[src/rtl/mcp_loader.sv]
// mcp_loader: byte-stream writer for the microstore; packs 3 bytes per word,
// writes consecutive addresses, checks a trailing mod-256 checksum.
module mcp_loader #(
    parameter int AW = 11,
    parameter int DW = 22
) (
    input  logic          pin_clk,
    input  logic          pin_rst,
    input  logic          pin_start,
    input  logic [AW-1:0] pin_base,
    input  logic [AW:0]   pin_count,
    input  logic [7:0]    pin_sdat,
    input  logic          pin_sval,
    output logic          pin_srdy,
    output logic [AW-1:0] pin_wa,
    output logic [DW-1:0] pin_wd,
    output logic          pin_we,
    output logic          pin_busy,
    output logic          pin_done,
    output logic          pin_err,
    output logic [AW:0]   pin_nwr
);
    typedef enum logic [2:0] {IDLE, B0, B1, B2, WR, CSUM, FIN} state_t;

    state_t        state_q, state_d;
    logic [AW-1:0] addr_q, addr_d, wa_q, wa_d;
    logic [AW:0]   rem_q, rem_d, nwr_q, nwr_d;
    logic [15:0]   lo_q, lo_d;
    logic [DW-1:0] wd_q, wd_d;
    logic [7:0]    sum_q, sum_d;
    logic          err_q, err_d;
    logic          take, fmt_bad;

    always_comb begin
        pin_srdy = state_q inside {B0, B1, B2, CSUM};
        pin_we   = state_q == WR;
        pin_busy = state_q != IDLE;
        pin_done = state_q == FIN;
        pin_err  = err_q;
        pin_nwr  = nwr_q;
        pin_wa   = wa_q;
        pin_wd   = wd_q;
        take     = pin_sval && pin_srdy;
        // top byte may only carry DW-16 bits; anything above is a format error
        fmt_bad  = (pin_sdat >> (DW - 16)) != 8'd0;
        state_d  = state_q;
        addr_d   = addr_q;
        rem_d    = rem_q;
        nwr_d    = nwr_q;
        lo_d     = lo_q;
        wa_d     = wa_q;
        wd_d     = wd_q;
        err_d    = err_q;
        sum_d    = take ? sum_q + pin_sdat : sum_q;
        case (state_q)
            IDLE: if (pin_start) begin
                addr_d  = pin_base;
                rem_d   = pin_count;
                nwr_d   = '0;
                sum_d   = '0;
                err_d   = pin_count > {1'b1, {AW{1'b0}}};
                state_d = err_d ? FIN : (pin_count == '0) ? CSUM : B0;
            end
            B0: if (take) begin
                lo_d[7:0] = pin_sdat;
                state_d   = B1;
            end
            B1: if (take) begin
                lo_d[15:8] = pin_sdat;
                state_d    = B2;
            end
            B2: if (take) begin
                if (fmt_bad) begin
                    err_d   = 1'b1;
                    state_d = FIN;
                end else begin
                    wa_d    = addr_q;
                    wd_d    = {pin_sdat[DW-17:0], lo_q};
                    state_d = WR;
                end
            end
            WR: begin
                addr_d  = addr_q + 1'b1;
                nwr_d   = nwr_q + 1'b1;
                rem_d   = rem_q - 1'b1;
                state_d = (rem_q == (AW+1)'(1)) ? CSUM : B0;
            end
            CSUM: if (take) begin
                err_d   = err_q | (sum_d != 8'd0);
                state_d = FIN;
            end
            FIN:     state_d = IDLE;
            default: state_d = IDLE;
        endcase
    end

    always_ff @(posedge pin_clk or posedge pin_rst) begin
        if (pin_rst) begin
            state_q <= IDLE;
            addr_q  <= '0;
            rem_q   <= '0;
            nwr_q   <= '0;
            lo_q    <= '0;
            wa_q    <= '0;
            wd_q    <= '0;
            sum_q   <= '0;
            err_q   <= 1'b0;
        end else begin
            state_q <= state_d;
            addr_q  <= addr_d;
            rem_q   <= rem_d;
            nwr_q   <= nwr_d;
            lo_q    <= lo_d;
            wa_q    <= wa_d;
            wd_q    <= wd_d;
            sum_q   <= sum_d;
            err_q   <= err_d;
        end
    end
endmodule

[config.mk]
export PLATFORM = sky130hd
export DESIGN_NAME = mcp_loader
export DESIGN_NICKNAME = d
export VERILOG_FILES = /design/src/rtl/mcp_loader.sv
export SDC_FILE = /design/constraint.sdc
export NUM_CORES = 1
export LEC_CHECK = 0
export CORE_AREA = 8 8 117 108
export CTS_BUF_LIST = sky130_fd_sc_hd__clkbuf_4
export DETAILED_ROUTE_END_ITERATION = 8
export DIE_AREA = 0 0 125 116
export GPL_ROUTABILITY_DRIVEN = 0
export GPL_TIMING_DRIVEN = 0
export PLACE_DENSITY = 0.68
export SYNTH_ARGS = -nofsm -noshare
export SYNTH_HDL_FRONTEND = slang
export SYNTH_SLANG_ARGS = --single-unit
[constraint.sdc]
create_clock -name pin_clk -period 3.02 [get_ports pin_clk]
set_input_delay 0.755 -clock pin_clk [delete_from_list [all_inputs] [get_ports pin_clk]]
set_output_delay 0.755 -clock pin_clk [all_outputs]
set_load 0.03 [all_outputs]
# Word-level counts from Yosys, hierarchy flattened
# Index checks and enable logic that the tools add are counted.
# W data, S select, Z words.
op_classes:
  order_cmp: 1
  bitwise: 2
  muxes: 24
  reduce_logical: 15
  eq_ne: 13
  add_sub_neg: 4
ops:
  columns: ["operator", "n"]
  rows:
  - ["$pmux W12 S2", 2]
  - ["$mux W12", 2]
  - ["$mux W3", 8]
  - ["$mux W8", 3]
  - ["$pmux W11 S2", 1]
  - ["$pmux W3 S6", 1]
  - ["$reduce_bool A8 Y1", 2]
  - ["$add A12 B1 Y12 const B", 1]
  - ["$eq A12 B1 Y1 const B", 1]
  - ["$gt A12 B12 Y1 const B", 1]
  - ["$logic_not A12 Y1", 1]
  - ["$ne A2 B2 Y1 const B", 6]
  - ["$sub A12 B1 Y12 const B", 1]
  - ["$add A11 B1 Y11 const B", 1]
  - ["$mux W11", 1]
  - ["$reduce_and A5 Y1", 2]
  - ["$eq A3 B3 Y1 const B", 3]
  - ["$add A8 B8 Y8", 1]
  - ["$eq A3 B2 Y1 const B", 2]
  - ["$reduce_and A2 Y1", 3]
  - ["$reduce_bool A3 Y1", 2]
  - ["$mux W1", 4]
  - ["$reduce_bool A4 Y1", 1]
  - ["$eq A3 B1 Y1 const B", 1]
  - ["other kinds (8)", 8]
word_totals:
  in_bits: 35
  wordCells: 69
  output_inout_bits: 50
  ff_bits: 96

# Depth between registers and ports, before layout
logic_depth:
  ltp_word: 8
  ltp_mapped: 8
  ltp_nobuf: 8

# Worst setup path before layout
# OpenSTA, ideal clock, no wires.
synth_path:
  path_type: "input port to flip-flop"
  from: "in pin_sdat[0]"
  to: "reg err_q, in the netlist pin_err"
  setup_time_ps: 141
  path_stages: 8
  t_arrival_ps: 2397
  required_ps: 2879
  setup_slack_ps: 481
  path_cell_list: "ha_1 > fa_1 > a211oi_1 > nor2_1 > xnor2_1 > o21ai_0 > nor4bb_1 > a41oi_1"
synth_between:
  elab_chain_len: 6
synth_rtl:
  columns: ["item", "line_no", "text"]
  rows:
  - ["from (decl)", "12", "input logic [7:0] pin_sdat,"]
  - ["$add A8 B8 Y8", "54", "sum_d = take ? sum_q + pin_sdat : sum_q;"]
  - ["$mux W8", "54", null]
  - ["$reduce_bool A8 Y1", "89", "err_d = err_q | (sum_d != 8'd0);"]
  - ["$or A1 B1 Y1", "89", null]
  - ["$mux W1", "88", "CSUM: if (take) begin"]
  - ["$pmux W1 S3", "55", "case (state_q)"]
  - ["to (signal assigned)", "117", "err_q <= err_d;"]
  - ["to (decl)", "31", "logic err_q, err_d;"]
# No other way between the ends. The select of a mux whose other input is x is not followed.
# A chain may end at the register's enable or synchronous reset.

# Worst setup path after layout
# Same ends and word-level chain as after synthesis.

==> results_dict.tcl <==
set metrics [dict create \
    synth_seq_cells 96 \
    vias 3643 \
    r2r_slack_ns 0.52 \
    yosysWarnings 0 \
    grt_usage_pct 16.88 \
    pre_cts_slack_ns -0.3091 \
    drt_iter0_drc 232 \
    antenna_found_initial 1 \
    cp_max_fo 4 \
    maxSlewViolCount 0 \
    status "finished clean" \
    reg2reg_from "sum_q[0]" \
    crit_arrival_ns 3.21 \
    die_h_um 116 \
    pin_count 85 \
    syn_avg_cell_area_um2 10.98 \
    reg2regPathDepth 8 \
    cts_buffer_depth 2 \
    max-slew-margin-rel_pct 45.72 \
    cts_made_buffers 9 \
    clk_root_buffer_cell "clkbuf_4" \
    final_common_cell "dfrtp_1" \
    endpoint_kind "flop" \
    critPathLaunchType "input pin" \
    hold_slack_ns 0.5156 \
    critical_path_class "input pin to flop" \
    die_w_um 125 \
    setup_viol 0 \
    num_rows 36 \
    drc 0 \
    grt_overflow 0 \
    dp_hpwl_um 8617 \
    grt_max_degree 43 \
    postCtsHoldBufs 0 \
    cts.repair.resized 1 \
    drt.antenna.violating_nets 0 \
    finalHoldViolCount 0 \
    syn_nets 474 \
    pwr_density_cell_mw_per_mm2 1008 \
    hp-class "flop to flop" \
    synthToLayoutAreaGrowth_pct 25.35 \
    layout_common_cells "dfrtp_1 (96), clkdlybuf4s50_1 (82), mux2_2 (49)" \
    finalPower_mw 5.924 \
    startpoint "pin_sdat[0]" \
    fin_tns_setup_ns 0 \
    grt_pass1_vias 3788 \
    path_clk_slew_ns 0.15 \
    via_per_inst 5.503 \
    start_util_pct 44.10 \
    critPathCapture "pin_err" \
    ys_seq_area_share_pct 51.24 \
    syn-instance-count 427 \
    numClockSinks 96 \
    cts_setup_buffers 0 \
    rsz0062_at_grt "false" \
    p_leak_nw 2.450 \
    wl_per_cell_um 17.65 \
    fin_crit_ns 2.867 \
    worst_pin_slew_ns 0.8097 \
    ys_types 50 \
    port_buffers 84 \
    htree_num_levels 3 \
    worst_ep_required_time_ns 3.36 \
    r2r_end "pin_err" \
    fp.dieArea_mm2 0.01450 \
    core_area_mm2 0.01063 \
    grt_first_pass_wirelength_um 19580 \
    cts_tree "done" \
    layout.nets 571 \
    fin_skew_ns 0.009170 \
    wl_um 11680 \
    syn_area_mm2 0.004688 \
    fin_ws_ns 0.1531 \
    ir_worst_vdd_mv 0.4553 \
    max_cap_viol_count 0 \
    drive_gt1_share_pct 17.05 \
    timing.final.crit_share_pct 94.93 \
    dr.pass1.iters 5 \
    max_freq_mhz 348.8 \
    clk_latency_ns 0.45 \
]
[worst max-delay path: stages]
cell and delay, ns:
clkdlybuf4s50_1 0.46, ha_1 0.27, fa_1 0.43, a211oi_1 0.34, nor2_1 0.10, xnor2_1 0.15, o21ai_0 0.15, nor4bb_1 0.37
a41oi_1 0.16
[per-stage QoR]
step	utilization (%)	std cells	cell area, um^2
after floorplan	-	427	4692
after global placement	53.61	644	5699
after detailed placement	53.99	646	5739
after CTS	55.26	661	5874
after global routing	55.28	662	5877
final	55.28	662	5877
[worst min-delay path by stage]
| stage | start | to | slack (ns) | cells past startpoint |
|---|---|---|---|---|
| 4_1_cts | pin_nwr[11] | pin_nwr[11] | 0.52 | 1 |
| 6_report | pin_nwr[11] | pin_nwr[11] | 0.52 | 1 |
| 2_1_floorplan | lo_q[0] | lo_q[0] | 0.47 | 1 |
| 3_3_place_gp | pin_nwr[11] | pin_nwr[11] | 0.47 | 1 |
| 3_5_place_dp | lo_q[2] | pin_wd[2] | 0.48 | 1 |
| 5_1_grt | pin_nwr[11] | pin_nwr[11] | 0.53 | 1 |
[synth_stat cells (all sizes together)]
library cell / n / area share, %
a211o: 1 / 0.19
a211oi: 3 / 0.48
a21o: 1 / 0.16
a21oi: 9 / 0.96
a221o: 4 / 0.85
a22oi: 1 / 0.16
a31oi: 10 / 1.3
a41oi: 2 / 0.37
and2: 2 / 0.27
and3: 8 / 1.1
buf: 8 / 0.99
clkbuf: 13 / 1.0
dfrtp: 96 / 51
fa: 1 / 0.43
ha: 11 / 2.9
inv: 9 / 0.72
mux2: 49 / 12
mux2i: 7 / 1.5
nand2: 42 / 3.4
nand2b: 4 / 0.53
nand3: 16 / 1.7
nand4: 3 / 0.40
nor2: 31 / 2.6
nor3: 5 / 0.88
nor3b: 2 / 0.32
nor4: 3 / 0.40
nor4bb: 1 / 0.21
o211ai: 12 / 2.0
o21a: 1 / 0.16
o21ai: 28 / 3.0
o221ai: 4 / 0.75
o22a: 1 / 0.19
o22ai: 4 / 0.53
o311ai: 10 / 2.0
o31ai: 4 / 0.64
or2: 3 / 0.40
or3: 6 / 1.1
or3b: 2 / 0.37
xnor2: 8 / 1.5
xor2: 2 / 0.37
[state kept, by name, indices dropped and copies added, names as in the netlist]
signal and count:
addr_q 11, lo_q 16, pin_err 1, pin_nwr 12, pin_wa 11, pin_wd 22
rem_q 12, state_q 3, sum_q 8
[area by class of cell]
type	count	area [um^2]
diodes	1	2.502
plain buffers	21	96.34
clock buffers	9	67.56
clock inverters	6	68.82
fillers	931	4753
inverters	9	37.54
multi-input cells	301	2157
flip-flops and latches	96	2402
well taps	133	166.4
repair buffers	86	878.3
[layer usage]
| metal | wire, um | vias up | share of wire [%] | global-route usage (%) |
|---|---|---|---|---|
| li1 | - | 1762 | - | - |
| met1 | 5545 | 1778 | 47 | 22.27 |
| met2 | 5412 | 93 | 46 | 26.69 |
| met3 | 588 | 10 | 5.0 | 4.278 |
| met4 | 135 | 0 | 1.2 | 5.592 |
| met5 | 0 | - | 0 | 0 |
[kinds of logic (layout without fill, tap and decap cells)]
kind of cell / count (synthesis) / in the layout / synth area share (%)
xor+xnor: 10 / 10 / 1.868
simple gates: 128 / 128 / 13.69
other cells: 0 / 1 / 0
buf+inv: 30 / 131 / 2.749
compound gates: 95 / 95 / 13.82
fa+ha+maj: 12 / 12 / 3.363
mux: 56 / 56 / 13.26
flops: 96 / 96 / 51.24
[power by group]
part	total, mW	switching (mW)	internal, mW
sequential	2.30	0.439	1.86
combinational	2.92	1.59	1.33
clock	0.705	0.453	0.253
total	5.92	2.48	3.44
Power figures use the tool's default switching activity.
